===== config.mk =====
export PLATFORM = sky130hd
export DESIGN_NAME = prco_seq_ctrl
export DESIGN_NICKNAME = d
export VERILOG_FILES = /design/src/rtl/prco_seq_ctrl_pkg.sv /design/src/rtl/prco_seq_ctrl.sv
export SDC_FILE = /design/constraint.sdc
export NUM_CORES = 1
export LEC_CHECK = 0
export ABC_AREA = 1
export CAP_MARGIN = 20
export CORE_AREA = 2 2 92 94
export DETAILED_ROUTE_END_ITERATION = 7
export DIE_AREA = 0 0 94 96
export GPL_ROUTABILITY_DRIVEN = 0
export PLACE_DENSITY = 0.74
export SYNTH_ARGS = -nofsm -noshare
export SYNTH_HDL_FRONTEND = slang
export SYNTH_SLANG_ARGS = --single-unit
export TNS_END_PERCENT = 30

===== constraint.sdc =====
create_clock -name i_clk -period 2.3 [get_ports i_clk]
set_input_delay 0.46 -clock i_clk [delete_from_list [all_inputs] [get_ports i_clk]]
set_output_delay 0.46 -clock i_clk [all_outputs]
set_load 0.02 [all_outputs]

===== src/rtl/prco_seq_ctrl_pkg.sv =====
// Shared PRCO constants: opcode values, sequencer state encodings and the
// register-writing opcode classification reused by the regfile and benches.
package prco_seq_ctrl_pkg;

    localparam int unsigned PRCO_INSTR_W = 16;
    localparam int unsigned PRCO_OP_W    = 5;
    localparam int unsigned PRCO_IMM_W   = 5;
    localparam int unsigned PRCO_STATE_W = 3;
    localparam int unsigned PRCO_RET_W   = 16;

    localparam logic [PRCO_OP_W-1:0] PRCO_OP_NOP  = 5'd0;
    localparam logic [PRCO_OP_W-1:0] PRCO_OP_MOVI = 5'd1;
    localparam logic [PRCO_OP_W-1:0] PRCO_OP_MOV  = 5'd2;
    localparam logic [PRCO_OP_W-1:0] PRCO_OP_ADD  = 5'd3;
    localparam logic [PRCO_OP_W-1:0] PRCO_OP_JMP  = 5'd4;
    localparam logic [PRCO_OP_W-1:0] PRCO_OP_HALT = 5'd5;

    typedef enum logic [PRCO_STATE_W-1:0] {
        ST_IDLE   = 3'd0,
        ST_FETCH  = 3'd1,
        ST_DECODE = 3'd2,
        ST_EXEC   = 3'd3,
        ST_WB     = 3'd4,
        ST_HALT   = 3'd5
    } prco_state_e;

    // Opcodes that need a register-writeback phase; anything else never writes.
    function automatic logic prco_writes_reg(input logic [PRCO_OP_W-1:0] op);
        return (op == PRCO_OP_MOVI) || (op == PRCO_OP_MOV) || (op == PRCO_OP_ADD);
    endfunction

endpackage


===== src/rtl/prco_seq_ctrl.sv =====
// PRCO multi-cycle sequencer: fetch, decode, execute, writeback; owns the PC,
// jump/halt handling and the retired-instruction counter.
module prco_seq_ctrl
    import prco_seq_ctrl_pkg::*;
#(
    parameter int unsigned     PC_W     = 16,
    parameter logic [PC_W-1:0] RESET_PC = '0
) (
    input  logic                    i_clk,
    input  logic                    i_rst,
    input  logic                    i_en,
    output logic                    q_mem_req,
    output logic [PC_W-1:0]         q_mem_addr,
    input  logic                    i_mem_rdy,
    input  logic [PRCO_INSTR_W-1:0] i_mem_data,
    output logic [PRCO_INSTR_W-1:0] q_instr,
    output logic                    q_dec_en,
    input  logic [PRCO_OP_W-1:0]    i_op,
    input  logic [PRCO_IMM_W-1:0]   i_simm5,
    output logic                    q_alu_en,
    output logic                    q_reg_we,
    output logic [PC_W-1:0]         q_pc,
    output logic [PRCO_STATE_W-1:0] q_state,
    output logic                    q_halted,
    output logic [PRCO_RET_W-1:0]   q_retired
);

    prco_state_e               state_q;
    prco_state_e               state_d;
    logic [PC_W-1:0]           pc_d;
    logic [PRCO_INSTR_W-1:0]   instr_d;
    logic                      retire;
    logic [PC_W-1:0]           simm_ext;

    assign simm_ext   = {{(PC_W-PRCO_IMM_W){i_simm5[PRCO_IMM_W-1]}}, i_simm5};
    assign q_mem_addr = q_pc;
    assign q_state    = state_q;

    // Next-state, next-PC and retire decision.
    always_comb begin
        state_d = state_q;
        pc_d    = q_pc;
        instr_d = q_instr;
        retire  = 1'b0;
        case (state_q)
            ST_IDLE: begin
                if (i_en) state_d = ST_FETCH;
            end
            ST_FETCH: begin
                if (i_mem_rdy) begin
                    instr_d = i_mem_data;
                    pc_d    = q_pc + PC_W'(1);
                    state_d = ST_DECODE;
                end
            end
            ST_DECODE: state_d = ST_EXEC;
            ST_EXEC: begin
                if (prco_writes_reg(i_op)) begin
                    state_d = ST_WB;
                end else if (i_op == PRCO_OP_HALT) begin
                    retire  = 1'b1;
                    state_d = ST_HALT;
                end else begin
                    retire  = 1'b1;
                    state_d = i_en ? ST_FETCH : ST_IDLE;
                    // Offset is relative to the already-incremented PC.
                    if (i_op == PRCO_OP_JMP) pc_d = q_pc + simm_ext;
                end
            end
            ST_WB: begin
                retire  = 1'b1;
                state_d = i_en ? ST_FETCH : ST_IDLE;
            end
            ST_HALT: state_d = ST_HALT;
            default: state_d = ST_IDLE;
        endcase
    end

    // State, datapath registers and strobes registered from the next state.
    always_ff @(posedge i_clk) begin
        if (i_rst) begin
            state_q   <= ST_IDLE;
            q_pc      <= RESET_PC;
            q_instr   <= '0;
            q_retired <= '0;
            q_mem_req <= 1'b0;
            q_dec_en  <= 1'b0;
            q_alu_en  <= 1'b0;
            q_reg_we  <= 1'b0;
            q_halted  <= 1'b0;
        end else begin
            state_q   <= state_d;
            q_pc      <= pc_d;
            q_instr   <= instr_d;
            if (retire) q_retired <= q_retired + PRCO_RET_W'(1);
            q_mem_req <= (state_d == ST_FETCH);
            q_dec_en  <= (state_d == ST_DECODE);
            q_alu_en  <= (state_d == ST_EXEC);
            q_reg_we  <= (state_d == ST_WB);
            q_halted  <= (state_d == ST_HALT);
        end
    end

endmodule


==> results by group <==
Power
  • Total internal power: about 1.5 mW
  • Switching power: 0.689 mW
  • Power per standard cell area: ~480 nW/um2
  • Portion of total power attributed to combinational logic: 25.6%
  • Clk pwr share: about 26%
  • Leak pwr: 1.97 nW
  • Fraction of power spent switching nets: a little under a third
  • Power Total: about 2.2 mW
  • Max IR drop VDD: around 250 uV
  • Sequential fraction of design power: between 40% and 50%

Final layout
  • Final-layout fill cell count: 759
  • Final-stage net count: 626
  • Design Area, Final: about 4600 um2
  • Fraction of layout cells with a size suffix above 1: between 10% and 20%
  • Reg area: between 1000 and 1500 um2
  • Antenna Cells: 0
  • Area added between synthesis and finish: 40.1%
  • Area of the multi-input gates: about 1800 um2

Synth
  • Cell types with the largest area share after synthesis: dfxtp_1, nand2_1, nor2_1, inv_1, o21ai_0
  • Multiplexer area fraction after synthesis: 0%
  • Adder-cell share of the synthesized area: approximately 2.5%
  • Post-synthesis share of cell area spent on and, or, nand and nor gates: between 30% and 40%
  • Number of synthesized register bits: 56
  • Fraction of the mapped netlist area in compound gates: roughly 14%
  • Largest family of logic cells by synthesized area: simple AND/OR/NAND/NOR gates
  • Share of the synthesized area in the top cell type: about a third
  • Cells after Synth: a little under 500
  • Net count after synthesis: roughly 520
  • Average cell area after synthesis: 6.71 um2
  • Synth Area in XOR/XNOR: under 10%
  • Sequential cell area fraction in the yosys report: between 30 and 40%
  • Number of warnings printed during yosys synthesis: 0
  • Netlist area before placement: 3260 um2
  • Post-synthesis cell type with the largest combined area: dfxtp_1
  • Yosys cell types: 40

Setup path
  • Worst setup SP type: input pin
  • Required @ worst endpoint: approximately 2500 ps
  • Crit Path Class: input pin to flip-flop
  • Slack of the worst reg-to-reg path: 210 ps
  • Cell with the biggest individual delay on the critical path: clkdlybuf4s50_1
  • Crit-path max FO: 4
  • Slowest Stage Delay on Critical Path: 400 ps
  • Cell Chain, Critical Path: clkdlybuf4s50_1 -> or2_4 -> ha_4 -> fa_2 -> nand3_2 -> nand3_2 -> nand3_2 -> o21ai_4 -> nand3b_1 -> nand2_1 -> nand2_1 -> nand3_1 -> nand2_1 -> inv_1
  • Worst setup EP type: flip-flop
  • Beginning of the worst register-to-register path: q_state[2]$_SDFF_PP0_
  • Cell depth of the worst flop-to-flop path: 15
  • Reg-to-reg endpoint: q_mem_addr[14]$_SDFFE_PP0P_
  • End point of the critical path: q_mem_addr[14]$_SDFFE_PP0P_
  • Signal arrival time at the worst endpoint: approximately 2400 ps
  • Worst Setup SP: i_simm5[0]

Min path
  • Class of the most critical hold timing path: flip-flop to flip-flop
  • Hold_sp: q_retired[4]$_SDFFE_PP0P_

GRT
  • Vias in the first global route: slightly above 3000
  • GRT Resource Usage Total: between 10% and 20%
  • Initial antenna violation count: 0
  • Gr ovfl total: 0
  • First-pass GRT wire length: 14.3 mm
  • Largest net degree at the start of global routing: 24

Job
  • Reported max-cap violation count: 0

Routing
  • Overall via count from detail_route: 3461
  • Detailed-route wire length per cell: 12.5 um
  • Number of DRC violations after detailed routing: 0
  • Detailed Route WL: about 8.7 mm
  • Drt pass-1 iters: 5
  • Avg Vias per Cell: between 4 and 5
  • Number of routed nets with antenna violations: 0
  • Initial DRC Count: around 150

Clock network
  • TritonCTS clock tree: yes
  • Clock slew seen by the registers of the worst setup and hold paths: about 110 ps
  • Clock buffers created by TritonCTS: 5
  • Number of sinks driven by the clock tree: 56
  • Largest buffer count on any clock path: 2
  • Buffer cell driving the clock tree root: clkbuf_8
  • H-tree depth: 2
  • Worst skew pair latency: roughly 310 ps

STA
  • Max Freq: 461 MHz
  • Final critical-path required period: 2170 ps
  • Max Slew Vio Count: 0
  • Fraction of the cycle the final worst path needs: between 90 and 100%
  • Final hold slack: around 480 ps
  • Final clock skew: a little over 8 ps
  • Worst setup margin: 130 ps
  • Setup Total Neg Slack: 0 ps
  • Final Hold Fails: 0
  • Rel. slew slack: between 60% and 70%
  • Slew at the pin closest to its max-slew limit: 467 ps
  • Setup violators final: 0

Placement
  • HPWL Detailed: about 6.6 mm
  • Number of buffers added on ports: about 100
  • Worst slack at placement: -338 ps
  • Cell Area, Placed: between 4000 and 5000 um2

Floorplanning
  • Total die area: approximately 9000 um2
  • Number of top-level pins: between 100 and 150
  • Core Footprint: a little over 8000 um2
  • Vert. Die Dim: ~96 um
  • Initial standard-cell utilization of the core: 40.5%
  • Die extent in x: around 94 um
  • Standard-cell row count: 33

Status
  • Result of the run: completed
worst min-delay path by stage:
stage | end | cells past startpoint
after floorplan | q_retired[4]$_SDFFE_PP0P_ | 2
after global placement | q_retired[4]$_SDFFE_PP0P_ | 2
after detailed placement | q_retired[4]$_SDFFE_PP0P_ | 2
after CTS | q_retired[4]$_SDFFE_PP0P_ | 2
after global routing | q_retired[4]$_SDFFE_PP0P_ | 2
final | q_retired[4]$_SDFFE_PP0P_ | 2
cell families (layout without fill, tap and decap cells):
family	count (synthesis)	after routing
XOR/XNOR	7	7
buffers and inverters	95	200
flip-flops	56	56
AO/OA/AOI/OAI	78	78
adder cells (fa/ha/maj)	6	6
AND/OR/NAND/NOR	244	244
flip-flops by register name (all words and copies together) (netlist names):
signal      count
q_retired      16
q_mem_req       1
q_dec_en        1
q_mem_addr     16
q_reg_we        1
q_state         3
q_instr        16
q_halted        1
q_alu_en        1
per-layer routing:
layer / GRT usage, % / wire length (um) / up-vias
li1: - / - / 1761
met1: 26.5 / 4070 / 1561
met2: 32.1 / 3940 / 126
met3: 2.74 / 536 / 13
met4: 6.64 / 134 / 0
met5: 0 / 0 / -
power by group through the flow:
| stage | clock [mW] | combinational (mW) | sequential (mW) |
|---|---|---|---|
| after floorplan | 0 | 0.260 | 1.14 |
| after global placement | 0 | 0.548 | 1.08 |
| after detailed placement | 0 | 0.555 | 1.09 |
| after CTS | 0.579 | 0.558 | 1.06 |
| after global routing | 0.620 | 0.614 | 1.07 |
| final | 0.560 | 0.560 | 1.07 |
worst max-delay path, delay by kind of cell:
family / cells / cell delay [ps]
AO/OA/AOI/OAI: 1 / 80
adder cells (fa/ha/maj): 2 / 530
buffers and inverters: 2 / 430
AND/OR/NAND/NOR: 9 / 880
cell usage after synthesis:
| cell | instances |
|---|---|
| a21oi_1 | 19 |
| a21oi_2 | 1 |
| a31oi_1 | 1 |
| a41oi_1 | 8 |
| and2_1 | 1 |
| and3_1 | 1 |
| buf_1 | 1 |
| buf_2 | 4 |
| buf_4 | 17 |
| buf_6 | 2 |
| clkbuf_1 | 6 |
| dfxtp_1 | 56 |
| fa_1 | 1 |
| ha_1 | 5 |
| inv_1 | 59 |
| inv_2 | 6 |
| nand2_1 | 83 |
| nand2_2 | 9 |
| nand2_4 | 3 |
| nand3_1 | 40 |
| nand3_2 | 1 |
| nand3b_1 | 4 |
| nand4_1 | 6 |
| nand4_2 | 1 |
| nor2_1 | 77 |
| nor2_2 | 3 |
| nor2_4 | 2 |
| nor3_1 | 9 |
| nor3b_1 | 1 |
| nor4_1 | 1 |
| o211ai_1 | 3 |
| o21a_1 | 1 |
| o21ai_0 | 41 |
| o21ai_1 | 1 |
| o21ba_2 | 1 |
| o21bai_1 | 1 |
| o21bai_2 | 1 |
| or2_2 | 2 |
| xnor2_1 | 4 |
| xor2_1 | 3 |
area by class of cell:
cell class,instances,area share (%)
Sequential cell,56,24.7
Inverter,65,5.34
Tap cell,105,2.88
Timing Repair Buffer,127,26.7
Clock buffer,5,1.51
Multi-Input combinational cell,335,38.4
Clock inverter,3,0.466
per-stage QoR:
step,std cells,utilization [%]
floorplan,486,-
global placement,688,55.0
detailed placement,688,55.0
CTS,696,56.1
global route,696,56.7
finish,696,56.7
what timing repair did:
action                                  CTS  global route
gates resized for setup                   1            10
pin swaps                                 0             4
hold buffers                              0             0
endpoints found under the setup margin    1             9
gates cloned                              0             0
setup buffers                             0             0
cells in the final DEF, fill, tap and decap left out, types with 2 or more instances in the layout:
cell type        instances
nand2_1                 82
nand2_2                 10
xnor2_1                  4
clkbuf_8                 5
nor2_4                   2
nand3b_1                 4
inv_2                    6
xor2_1                   3
clkdlybuf4s50_1        101
nand3_2                  5
o21ai_0                 41
nand4_1                  6
a21oi_1                 19
nor2_1                  76
nor2_2                   4
inv_1                   59
ha_1                     4
nor3_1                   9
nand3_1                 36
dfxtp_4                  2
nand2_4                  3
a41oi_1                  8
buf_4                   25
dfxtp_1                 53
o211ai_1                 3
Note: power is estimated with default switching activity, not from simulation.
